--- config.mk ---
export PLATFORM = sky130hd
export DESIGN_NAME = mem_port_arbiter
export DESIGN_NICKNAME = d
export VERILOG_FILES = /design/src/rtl/mem_port_arbiter_pkg.sv /design/src/rtl/mem_port_arbiter_arb_rr_pick.sv /design/src/rtl/mem_port_arbiter.sv
export SDC_FILE = /design/constraint.sdc
export NUM_CORES = 1
export LEC_CHECK = 0
export BUFFER_PORTS_ARGS = -buffer_cell sky130_fd_sc_hd__buf_2
export CAP_MARGIN = 20
export CORE_AREA = 2 2 39 41
export CTS_CLUSTER_SIZE = 10
export DETAILED_ROUTE_END_ITERATION = 6
export DIE_AREA = 0 0 41 43
export PLACE_DENSITY = 0.82
export SYNTH_ARGS = -nofsm -noshare
export SYNTH_HDL_FRONTEND = slang
export SYNTH_SLANG_ARGS = --single-unit
--- constraint.sdc ---
create_clock -name clk -period 3.54 [get_ports clk]
set_input_delay 0.531 -clock clk [delete_from_list [all_inputs] [get_ports clk]]
set_output_delay 0.531 -clock clk [all_outputs]
set_load 0.005 [all_outputs]
--- src/rtl/mem_port_arbiter_pkg.sv ---
// Shared definitions for the main-memory port arbiter: FSM state encodings,
// default burst/timeout constants and a small state-decode helper.
// The optional stall timeout is enabled with MEM_PORT_ARB_TIMEOUT_EN.
package mem_port_arbiter_pkg;

    typedef enum logic [1:0] {
        ST_IDLE  = 2'b00,
        ST_BUSY0 = 2'b01,
        ST_BUSY1 = 2'b10
    } arb_state_e;

    localparam int BURST_LEN_DEF   = 4;
    localparam int BEAT_W_DEF      = 4;
    localparam int TIMEOUT_CYC_DEF = 64;

    // Requester id that owns the path in a BUSY state (1 only for BUSY1).
    function automatic logic owner_of(input arb_state_e s);
        if (s == ST_BUSY1) begin
            return 1'b1;
        end else begin
            return 1'b0;
        end
    endfunction

endpackage

--- src/rtl/mem_port_arbiter_arb_rr_pick.sv ---
// Combinational two-way round-robin pick. On a tie the requester that did
// not own the path last wins; a lone requester always wins.
module arb_rr_pick (
    input  logic req0,
    input  logic req1,
    input  logic last_owner,
    output logic pick_valid,
    output logic pick_id
);

    // Choose the winner among the active requests.
    always_comb begin
        pick_valid = 1'b0;
        pick_id    = 1'b0;
        if (req0 && req1) begin
            pick_valid = 1'b1;
            pick_id    = ~last_owner;
        end else if (req1) begin
            pick_valid = 1'b1;
            pick_id    = 1'b1;
        end else if (req0) begin
            pick_valid = 1'b1;
            pick_id    = 1'b0;
        end else begin
            pick_valid = 1'b0;
            pick_id    = 1'b0;
        end
    end

endmodule

--- src/rtl/mem_port_arbiter.sv ---
// Two-requester main-memory port arbiter/sequencer. Grants one port at a
// time with round-robin priority, drives the shared addr/wdata mux select
// and counts burst beats against mem_ready. A mandatory IDLE cycle
// separates consecutive grants.
// Optional feature: define MEM_PORT_ARB_TIMEOUT_EN to abort a burst with an
// err pulse after TIMEOUT_CYC cycles without mem_ready.
module mem_port_arbiter
    import mem_port_arbiter_pkg::*;
#(
    parameter int BURST_LEN   = BURST_LEN_DEF,
    parameter int BEAT_W      = BEAT_W_DEF,
    parameter int TIMEOUT_CYC = TIMEOUT_CYC_DEF
) (
    input  logic              clk,
    input  logic              rst_n,
    input  logic              req0,
    input  logic              we0,
    input  logic              req1,
    input  logic              we1,
    output logic              gnt0,
    output logic              gnt1,
    output logic              done0,
    output logic              done1,
    output logic              err0,
    output logic              err1,
    output logic              mem_sel,
    output logic              mem_valid,
    output logic              mem_we,
    output logic [BEAT_W-1:0] mem_beat,
    input  logic              mem_ready
);

    localparam logic [BEAT_W-1:0] LAST_BEAT = BEAT_W'(BURST_LEN - 1);
    localparam logic [BEAT_W-1:0] BEAT_ONE  = BEAT_W'(1);
    localparam logic [BEAT_W-1:0] BEAT_ZERO = {BEAT_W{1'b0}};

    arb_state_e        r_state;
    arb_state_e        w_state_nxt;
    logic [BEAT_W-1:0] r_beat;
    logic [BEAT_W-1:0] w_beat_nxt;
    logic              r_last_owner;
    logic              w_last_nxt;
    logic              w_owner;
    logic              w_pick_valid;
    logic              w_pick_id;
    logic              w_done0;
    logic              w_done1;
    logic              w_err0;
    logic              w_err1;
    logic              r_gnt0;
    logic              r_gnt1;
    logic              r_mem_sel;
    logic              r_mem_valid;
    logic              r_mem_we;

`ifdef MEM_PORT_ARB_TIMEOUT_EN
    localparam int                 STALL_W    = $clog2(TIMEOUT_CYC + 1);
    localparam logic [STALL_W-1:0] STALL_LAST = STALL_W'(TIMEOUT_CYC - 1);
    localparam logic [STALL_W-1:0] STALL_ONE  = STALL_W'(1);
    localparam logic [STALL_W-1:0] STALL_ZERO = {STALL_W{1'b0}};

    logic [STALL_W-1:0] r_stall;
    logic [STALL_W-1:0] w_stall_nxt;
`else
    logic w_unused_timeout;
    assign w_unused_timeout = (TIMEOUT_CYC != 32'd0);
`endif

    arb_rr_pick u_pick (
        .req0       (req0),
        .req1       (req1),
        .last_owner (r_last_owner),
        .pick_valid (w_pick_valid),
        .pick_id    (w_pick_id)
    );

    // Next-state, beat/stall counter and completion/abort pulse logic.
    always_comb begin
        w_state_nxt = r_state;
        w_beat_nxt  = r_beat;
        w_last_nxt  = r_last_owner;
        w_owner     = owner_of(r_state);
        w_done0     = 1'b0;
        w_done1     = 1'b0;
        w_err0      = 1'b0;
        w_err1      = 1'b0;
`ifdef MEM_PORT_ARB_TIMEOUT_EN
        w_stall_nxt = r_stall;
`endif
        case (r_state)
            ST_IDLE: begin
                w_beat_nxt = BEAT_ZERO;
`ifdef MEM_PORT_ARB_TIMEOUT_EN
                w_stall_nxt = STALL_ZERO;
`endif
                if (w_pick_valid) begin
                    if (w_pick_id) begin
                        w_state_nxt = ST_BUSY1;
                    end else begin
                        w_state_nxt = ST_BUSY0;
                    end
                end else begin
                    w_state_nxt = ST_IDLE;
                end
            end
            ST_BUSY0, ST_BUSY1: begin
                if (mem_ready) begin
`ifdef MEM_PORT_ARB_TIMEOUT_EN
                    w_stall_nxt = STALL_ZERO;
`endif
                    if (r_beat == LAST_BEAT) begin
                        // Pulses are suppressed while reset is asserted.
                        w_done0     = ~w_owner & rst_n;
                        w_done1     = w_owner & rst_n;
                        w_state_nxt = ST_IDLE;
                        w_beat_nxt  = BEAT_ZERO;
                        w_last_nxt  = w_owner;
                    end else begin
                        w_beat_nxt = r_beat + BEAT_ONE;
                    end
                end else begin
`ifdef MEM_PORT_ARB_TIMEOUT_EN
                    if (r_stall == STALL_LAST) begin
                        w_err0      = ~w_owner & rst_n;
                        w_err1      = w_owner & rst_n;
                        w_state_nxt = ST_IDLE;
                        w_beat_nxt  = BEAT_ZERO;
                        w_last_nxt  = w_owner;
                        w_stall_nxt = STALL_ZERO;
                    end else begin
                        w_stall_nxt = r_stall + STALL_ONE;
                    end
`else
                    w_state_nxt = r_state;
`endif
                end
            end
            default: begin
                w_state_nxt = ST_IDLE;
                w_beat_nxt  = BEAT_ZERO;
            end
        endcase
    end

    // FSM state, beat counter and round-robin history registers.
    always_ff @(posedge clk) begin
        if (!rst_n) begin
            r_state      <= ST_IDLE;
            r_beat       <= BEAT_ZERO;
            r_last_owner <= 1'b1;
        end else begin
            r_state      <= w_state_nxt;
            r_beat       <= w_beat_nxt;
            r_last_owner <= w_last_nxt;
        end
    end

`ifdef MEM_PORT_ARB_TIMEOUT_EN
    // Stall counter: cycles in BUSY since grant or the last mem_ready.
    always_ff @(posedge clk) begin
        if (!rst_n) begin
            r_stall <= STALL_ZERO;
        end else begin
            r_stall <= w_stall_nxt;
        end
    end
`endif

    // Grant and memory-control outputs registered from the next state;
    // mem_sel keeps its value through IDLE so the muxes do not toggle.
    always_ff @(posedge clk) begin
        if (!rst_n) begin
            r_gnt0      <= 1'b0;
            r_gnt1      <= 1'b0;
            r_mem_valid <= 1'b0;
            r_mem_sel   <= 1'b0;
            r_mem_we    <= 1'b0;
        end else begin
            case (w_state_nxt)
                ST_BUSY0: begin
                    r_gnt0      <= 1'b1;
                    r_gnt1      <= 1'b0;
                    r_mem_valid <= 1'b1;
                    r_mem_sel   <= 1'b0;
                    r_mem_we    <= we0;
                end
                ST_BUSY1: begin
                    r_gnt0      <= 1'b0;
                    r_gnt1      <= 1'b1;
                    r_mem_valid <= 1'b1;
                    r_mem_sel   <= 1'b1;
                    r_mem_we    <= we1;
                end
                default: begin
                    r_gnt0      <= 1'b0;
                    r_gnt1      <= 1'b0;
                    r_mem_valid <= 1'b0;
                    r_mem_sel   <= r_mem_sel;
                    r_mem_we    <= 1'b0;
                end
            endcase
        end
    end

    assign gnt0      = r_gnt0;
    assign gnt1      = r_gnt1;
    assign mem_valid = r_mem_valid;
    assign mem_sel   = r_mem_sel;
    assign mem_we    = r_mem_we;
    assign mem_beat  = r_beat;
    assign done0     = w_done0;
    assign done1     = w_done1;
    assign err0      = w_err0;
    assign err1      = w_err1;

endmodule

# After elaboration in Yosys (flattened, before gate mapping)
# Index checks and enable logic that the tools add are counted.
# totals
regBits,12
in_bits,7
out_inout_bits,13
word_cells,48
# op_classes
n_addsub,1
eq_ne,5
n_mux,23
n_bitwise,4
n_reduce_logical,7
# op_table
op,n
$mux 1,15
$mux 2,4
$add 4x1->4 const B,1
$eq 2x1->1 const B,2
$eq 2x2->1 const B,2
$eq 4x2->1 const B,1
$mux 4,1
$pmux 1 s2,2
$pmux 2 s2,1
$reduce_or 2->1,2
$reduce_and 3->1,1
$and 1x1->1,2
$logic_not 2->1,1
$not 1->1,2
$reduce_and 2->1,1
$reduce_bool 2->1,1
$logic_and 1x1->1,1

# Longest topological paths before layout
# Gate-level depths: netlist of run 1.
# logic_depth
ltp_word,8
mapped_depth,8
depth_no_buf,8

# By module
# A second synthesis of run 1 with hierarchy kept.
# unflattened
hier_cells,62
area_unflattened_um2,614.3
# by_module_without_submodules
mod,n_inst,cells_per_inst,area_each_um2,seq_area_each_um2
mem_port_arbiter,1,60,600.6,240.2
arb_rr_pick,1,2,13.8,0.0

# Least setup slack after synthesis of run 1
# No wires, ideal clock.
# synth_path
path_type,reg2reg
from,register r_beat[0] (netlist: mem_beat[0])
to,register r_mem_sel (netlist: mem_sel)
setup_ns,0.116
t_arrival_ns,1.582
t_required_ns,3.424
setup_slack_ns,1.842
path_stages_with_launch,8
n_path_buf,0
synth_period_minus_slack_ns,1.698
cell_sequence,dfxtp_1 ha_1 and4bb_4 o22ai_2 nor2b_1 ha_1 mux2i_1 nor2b_1
# synth_between
elab_chain_cells,6
word_cells_on_any_way,8
classes_between,eq/ne (3); mux (4); reduce/logical (1)
# synth_lines
element,line,rtl
start: declaration,mem_port_arbiter.sv:39,logic [BEAT_W-1:0] r_beat;
start signal: assignment,mem_port_arbiter.sv:153,r_beat <= w_beat_nxt;
$eq 4x2->1 *,mem_port_arbiter.sv:111,if (r_beat == LAST_BEAT) begin
$mux 2 *,mem_port_arbiter.sv:111,
$mux 2 *,mem_port_arbiter.sv:107,if (mem_ready) begin
$pmux 2 s2 *,mem_port_arbiter.sv:90,case (r_state)
named net w_state_nxt[1],mem_port_arbiter.sv:38,arb_state_e w_state_nxt;
$eq 2x2->1 / $eq 2x1->1 (equally long branches),mem_port_arbiter.sv:179,case (w_state_nxt)
$pmux 1 s2 / $reduce_bool 2->1 (equally long branches),--,
end signal: assignment,mem_port_arbiter.sv:198,r_mem_sel <= r_mem_sel;
end: declaration,mem_port_arbiter.sv:52,logic r_mem_sel;
# Mark *: on every way through the listed nets, which the timed path passes. The rest lies on a longest branch.
# A chain may end at the register's enable or synchronous reset.

# Final worst setup path of run 1
# layout_path
from,register r_state[1]
to,output port done0
# layout_between
elab_chain_cells,7
word_cells_on_any_way,9
classes_between,eq/ne (2); mux (4); bitwise (2); reduce/logical (1)
# layout_lines
element,line,rtl
start: declaration,mem_port_arbiter.sv:37,arb_state_e r_state;
start signal: assignment,mem_port_arbiter.sv:152,r_state <= w_state_nxt;
$eq 2x2->1,"mem_port_arbiter_pkg.sv:18, mem_port_arbiter.sv:90",
$mux 1,mem_port_arbiter_pkg.sv:18,if (s == ST_BUSY1) begin
$not 1->1,mem_port_arbiter.sv:113,w_done0 = ~w_owner & rst_n;
$and 1x1->1,mem_port_arbiter.sv:113,
$mux 1,mem_port_arbiter.sv:111,
$mux 1,mem_port_arbiter.sv:107,
$mux 1 *,mem_port_arbiter.sv:90,
end: declaration,mem_port_arbiter.sv:22,"output logic done0,"
# Every way passes the cells marked *; elsewhere a longest branch is shown, timed or not.

==> key figures, run 1 <==
Outcome
  – Status: finished, final reports clean

Power and ir drop
  – P_int: 0.2257 mW
  – PD cells: 404.1 mW/mm²
  – Leakage: 0.3586 nW
  – Max VDD drop: 0.1836 mV
  – Part of the power in registers: 48.0%
  – PnR Total Power: 0.3013 mW
  – Clock power share: 37.4%
  – Sw Share: 25.08%
  – Net switching power: 0.07557 mW
  – Comb pwr share: 14.6%

Floorplan
  – Die Area: 0.001763 mm²
  – Die height: 43 µm
  – Total core area: 0.001384 mm²
  – Num rows: 14
  – Die Wd: 41 µm
  – I/O Pins: 20
  – Starting Density: 44.48%

Routing
  – Initial DRT Pass Iterations: 4
  – Routed WL: 1133 µm
  – Iter 0 DRT Violations: 8
  – Via count: 488
  – Via-to-Cell Ratio: 4.980
  – ANT nets after route: 0
  – DRC Markers: 0
  – DR WL/cell: 11.56 µm

STA
  – Max Clock Freq: 464.3 MHz
  – Setup TNS: 0 ns
  – Final worst setup slack: 1.386 ns
  – Final setup violation count: 0
  – Worst Skew: 0.001741 ns
  – Final period utilization: 60.84%
  – Max Slew Vio Count: 0
  – Min Clock Period, post-route: 2.154 ns
  – RSZ-0062 raised after global routing: no
  – Hold Vio Cnt, Final: 0

Synthesis
  – Synth cell types: 24
  – Syn Area/Cell: 9.929 µm²
  – Synth warnings: 0
  – Mapped cell area: 615.6 µm²
  – Sequential fraction of the synthesis area: 39.02%
  – Gate Count Post-Synth: 62
  – FF+latch count, synth: 12

Place
  – Placer Congestion: 0.7711
  – PortBufs: 17
  – Pre-CTS setup slack: 1.645 ns
  – HPWL after detailed placement: 824.5 µm

Min path
  – Worst hold-check path type: reg -> reg
  – Worst hold endpoint: mem_beat[2]
  – Hold Crit Depth: 2
  – Hold_sp: mem_beat[2]

Worst setup path
  – Largest delay contributor family on the critical path: simple AND/OR/NAND/NOR gates
  – Critical path class: reg -> out
  – Crit. End Element: primary output
  – CP max FO: 5
  – Crit path max-delay cell type: dfxtp_1
  – CP cell instances: inv_1 -> ha_1 -> nand2_1 -> nor3b_4 -> buf_2
  – Worst path bufs/invs: 2
  – Worst-case reg-to-reg path depth: 7
  – Slowest stage delay, CP: 0.38 ns
  – RR Endpoint: mem_sel
  – Crit path DAT: 1.62 ns
  – Data required, critical path: 3.01 ns
  – R2R Path Start: mem_beat[0]
  – Worst setup SP type: flip-flop
  – Reg-to-reg slack, setup: 1.75 ns

Final layout
  – Inserted Diodes: 0
  – Share of cells above drive strength 1: 30.49%
  – Area Growth Syn to Fin: 21.14%
  – Layout Nets: 96
  – Register Area: 240.2 µm²
  – Area of the multi-input gates: 352.8 µm²
  – Fill cell count: 132

CTS
  – CTS tree: built
  – CTS buffer count: 3
  – Clock Latency Late Sink: 0.28 ns
  – Root Buffer Master: clkbuf_4
  – Clk sinks: 12
  – Clk buf depth: 2
  – Post-CTS Resized: 0
  – Worst-path clk slew: 0.08 ns
  – H-Tree Depth: 1
  – Hold_buf cts: 0
  – Postcts setup bufs: 0

Global routing
  – Largest net degree at the start of global routing: 10
  – GR Util All Layers: 16.28%
  – Global route overflow: 0
  – Global-route wire length before repair: 1835 µm
  – Vias in the first global route: 455
  – Antenna violations before repair: 0

Flow run
  – Max Cap Viol: 0
[flip-flops by register name, summed over array words and instances (netlist names)]
register	cells
mem_beat	4
r_state	2
gnt0	1
gnt1	1
mem_sel	1
mem_valid	1
mem_we	1
r_last_owner	1
[worst max path at each step]
stage / startpoint / end / slack [ns] / depth (start not counted)
5_1_grt: r_state[1] / done0 / 1.25 / 5
6_report: r_state[1] / done0 / 1.39 / 5
3_3_place_gp: mem_ready / mem_sel / 1.69 / 7
2_1_floorplan: mem_beat[0] / mem_sel / 1.84 / 7
4_1_cts: r_state[1] / done0 / 1.37 / 5
3_5_place_dp: mem_ready / mem_sel / 1.65 / 7
[final cells by class]
class | instances | area share, %
sequential | 12 | 32.21
clock buffer | 4 | 4.866
tap | 16 | 2.685
inverter | 3 | 1.510
multi-input combinational | 46 | 47.32
timing repair buffer | 17 | 11.41
[placed cells by master (no fill, tap or decap), drive strengths merged]
cell,synthesis,routed
nor2b,6,6
nor3,2,2
ha,6,6
a22oi,1,1
nand4,1,1
xor2,1,1
xnor2,1,1
and4,1,1
inv,3,3
nand2,8,8
and3b,2,2
conb,1,2
mux2i,2,2
clkbuf,0,4
nand2b,2,2
and4bb,1,1
nand4b,1,1
a21oi,1,1
nor3b,1,1
dfxtp,12,12
o22ai,2,2
a31oi,1,1
buf,2,17
nor2,1,1
and2,3,3
[per-stage QoR]
| step | util [%] | instances | hold WS [ns] | instance area, µm² |
|---|---|---|---|---|
| 4_1_cts | 53.89 | 98 | 0.5155 | 745.7 |
| 2_1_floorplan | - | 63 | 0.4490 | 619.3 |
| 5_1_grt | 53.89 | 98 | 0.5298 | 745.7 |
| 6_report | 53.89 | 98 | 0.5091 | 745.7 |
| 3_3_place_gp | 51.27 | 94 | 0.4746 | 709.4 |
| 3_5_place_dp | 51.27 | 94 | 0.4787 | 709.4 |
[cell usage after synthesis, drive strengths merged]
library cell | count | area, µm²
and4bb | 1 | 16.27
nand2b | 2 | 12.51
nor3b | 1 | 18.77
ha | 6 | 75.07
and4 | 1 | 8.760
xnor2 | 1 | 8.760
xor2 | 1 | 8.760
nor2b | 6 | 37.54
nor3 | 2 | 10.01
and2 | 3 | 18.77
mux2i | 2 | 20.02
nand2 | 8 | 30.03
conb | 1 | 3.750
dfxtp | 12 | 240.2
o22ai | 2 | 25.02
a22oi | 1 | 7.510
nand4 | 1 | 6.260
buf | 2 | 15.01
a31oi | 1 | 6.260
a21oi | 1 | 5.000
nand4b | 1 | 8.760
and3b | 2 | 17.52
nor2 | 1 | 3.750
inv | 3 | 11.26
[per-layer routing]
| metal | part of all wire (%) | global-route usage [%] | vias up |
|---|---|---|---|
| li1 | - | - | 244 |
| met1 | 40 | 16.45 | 226 |
| met2 | 50 | 25.00 | 13 |
| met3 | 6.4 | 6.806 | 5 |
| met4 | 3.3 | 12.00 | 0 |
| met5 | 0 | 0 | - |
[worst register-to-register path: stages (launching register included)]
cell	delay, ns
dfxtp_1	0.39
ha_1	0.21
and4bb_4	0.30
o22ai_2	0.11
nor2b_1	0.14
ha_1	0.30
mux2i_1	0.18
nor2b_1	0.05
[logic make-up (layout without fill, tap and decap cells)]
logic type                 after synthesis  in the layout  share of synthesized area [%]
buffers and inverters                    5             24                          4.267
muxes                                    2              2                          3.252
and+or+nand+nor                         29             29                          30.69
other                                    1              2                         0.6092
AOI/OAI and AO/OA                        5              5                          7.113
xor gates and xnor gates                 2              2                          2.846
DFF                                     12             12                          39.02
adders and majority gates                6              6                          12.19
[power by group through the flow]
stage	Clock, mW	Sequential [mW]	Combinational [mW]
finish	0.113	0.145	0.0439
global route	0.123	0.146	0.0500
CTS	0.115	0.145	0.0441
detailed placement	0	0.148	0.0437
global placement	0	0.148	0.0427
floorplan	0	0.148	0.0300
No activity file was read; power rests on OpenSTA's default activity.
==> run 2: changes to the inputs <==
- ABC_AREA: not set -> 1
- CORE_AREA: 2 2 39 41 -> 2 2 40 42
- DIE_AREA: 0 0 41 43 -> 0 0 42 44
- PLACE_DENSITY: 0.82 -> 0.79
- clock period: 3.54 -> 2.25 ns (I/O delays scaled with it)
==> run 2 against run 1 <==
  * Hold slack worse by 0.19 ns
  * Count of clock-buffer cells in the layout shrank 1
  * Non-clock buffer count is the same
  * Sequential power up 59%
  * Cell count rose by 17%
  * Clock power up 12%
  * Combinational power up 69%
  * Critical path type unchanged
  * Critical endpoint unchanged
==> key figures, run 2 <==
Min path
  – Worst hold-check path type: in -> reg

Worst setup path
  – Reg-to-reg slack, setup: 0.44 ns
  – Data required, critical path: 1.91 ns
  – Slowest stage delay, CP: 0.38 ns
  – CP max FO: 5
  – Crit. End Element: primary output
  – Crit path DAT: 1.52 ns
  – Worst setup SP type: flip-flop
  – Crit path max-delay cell type: dfxtp_1
  – CP cell instances: inv_1 -> ha_1 -> nand2_2 -> nor3_1 -> buf_2
  – Critical path class: reg -> out

Power and ir drop
  – PD cells: 587.6 mW/mm²
  – Part of the power in registers: 53.4%
  – Max VDD drop: 0.3587 mV
  – Clock power share: 29.4%
  – Leakage: 0.4224 nW
  – PnR Total Power: 0.4331 mW
  – P_int: 0.3191 mW
  – Comb pwr share: 17.2%
  – Net switching power: 0.1140 mW
  – Sw Share: 26.32%

Synthesis
  – FF+latch count, synth: 12
  – Most frequent cell after synthesis: nand2_1
  – Sequential fraction of the synthesis area: 38.71%
  – Share of the synthesized area in the top cell type: 38.71%
  – Post-synth ARST share: 0%
  – Synth warnings: 0
  – Top cells by count, synth: nand2_1, dfxtp_1, inv_1
  – Gate Count Post-Synth: 80
  – Syn Area/Cell: 7.757 µm²
  – Synth cell types: 22
  – Mapped cell area: 620.6 µm²
  – Predominant post-synthesis flop cell: dfxtp_1
  – Yosys top cell by area: dfxtp_1
  – Top post-synthesis cells by area: dfxtp_1, ha_1, nand2_1
  – Post-synth EDFFs: 0

Routing
  – DR WL met3: 62 µm
  – Routed WL: 1101 µm
  – Post-Route M1 WL: 484 µm
  – Via-to-Cell Ratio: 4.522
  – Via count: 520
  – DR WL met2: 536 µm
  – DR WL/cell: 9.574 µm
  – Initial DRT Pass Iterations: 4
  – Highest routed layer: met4
  – ANT nets after route: 0
  – Iter 0 DRT Violations: 6
  – DRC Markers: 0

STA
  – Final worst setup slack: 0.3969 ns
  – Min Clock Period, post-route: 1.853 ns
  – Max Slew Vio Count: 0
  – Setup TNS: 0 ns
  – Worst Skew: 0.001978 ns
  – Max Clock Freq: 539.6 MHz
  – Hold Vio Cnt, Final: 0
  – WHS: 0.3161 ns
  – Final setup violation count: 0
  – RSZ-0062 raised after global routing: no
  – Final period utilization: 82.36%

Floorplan
  – I/O Pins: 20
  – Starting Density: 43.74%
  – Die Area: 0.001848 mm²
  – Die Wd: 42 µm
  – Total core area: 0.001419 mm²
  – Num rows: 14
  – Die height: 44 µm

Final layout
  – Final core utilization: 51.94%
  – Most frequent cells in the layout: buf_2, nand2_1, inv_1, dfxtp_1, nor2_1
  – Final Instance Area: 737.0 µm²
  – Area Growth Syn to Fin: 18.75%
  – Inserted Diodes: 0
  – Layout Nets: 114
  – Share of cells above drive strength 1: 30.30%
  – Final cell count without fillers: 115
  – Most common cell after layout, fill and taps aside: buf_2
  – Max FFs per register: 4

Flow run
  – Max Cap Viol: 0

Global routing
  – Global-route wire length before repair: 2007 µm
  – Largest net degree at the start of global routing: 7
  – GR Util All Layers: 14.35%
  – Antenna violations before repair: 0
  – Global route overflow: 0
  – Vias in the first global route: 528

CTS
  – H-Tree Depth: 1
  – Clk buf depth: 2
  – Worst-path clk slew: 0.07 ns
  – Clock Latency Late Sink: 0.26 ns
  – Postcts setup bufs: 0
  – Root Buffer Master: clkbuf_4
  – CTS tree: built
  – Hold_buf cts: 0
  – CTS buffer count: 3
  – Post-CTS Resized: 0
  – Clk sinks: 12

Place
  – HPWL after detailed placement: 906.9 µm
  – Placer Congestion: 0.7592
  – DP Area: 714.4 µm²
  – Dpl cells: 112
  – Pre-CTS setup slack: 0.4393 ns
  – PortBufs: 17

Outcome
  – Status: finished, final reports clean
==> run 2: power groups by stage <==
stage	clock network (mW)	registers [mW]	logic, mW
after floorplan	0	0.238	0.0485
after global placement	0	0.236	0.0720
after detailed placement	0	0.236	0.0750
after CTS	0.132	0.232	0.0751
after global routing	0.137	0.233	0.0865
final	0.127	0.231	0.0744
==> run 2: path summary, 6_finish.rpt <==
| kind | end | from | depth (start not counted) |
|---|---|---|---|
| worst min-delay path | mem_we | we1 | 3 |
| worst max-delay path | done0 | r_state[1] | 5 |
| worst max register to register | mem_we | r_state[0] | 11 |
| worst min register to register | mem_sel | mem_sel | 2 |
==> run 2: logic make-up (layout without fill, tap and decap cells) <==
family,Yosys count,in the layout,synth area share (%)
AOI/OAI and AO/OA,5,5,5.242
xor gates and xnor gates,1,1,1.412
adders and majority gates,6,6,12.10
buffers and inverters,17,35,11.49
DFF,12,12,38.71
muxes,1,1,1.613
other,1,2,0.6043
and+or+nand+nor,37,37,28.83
==> run 2: area by class of cell <==
class / count / area (µm²)
inverter: 15 / 56.30
clock buffer: 3 / 22.52
fill: 132 / 681.9
tap: 16 / 20.02
sequential: 12 / 240.2
multi-input combinational: 52 / 312.8
timing repair buffer: 17 / 85.08
==> run 2: worst max-delay path, delay by kind of cell, from the launching register on <==
family	cells	cell delay (ns)
adders and majority gates	1	0.36
buffers and inverters	2	0.21
DFF	1	0.38
and+or+nand+nor	2	0.30
==> run 2: per-layer routing <==
metal	global-route usage (%)	up-vias
met3	2.500	2
met2	26.25	16
li1	-	276
met5	0	-
met4	7.742	0
met1	15.78	226
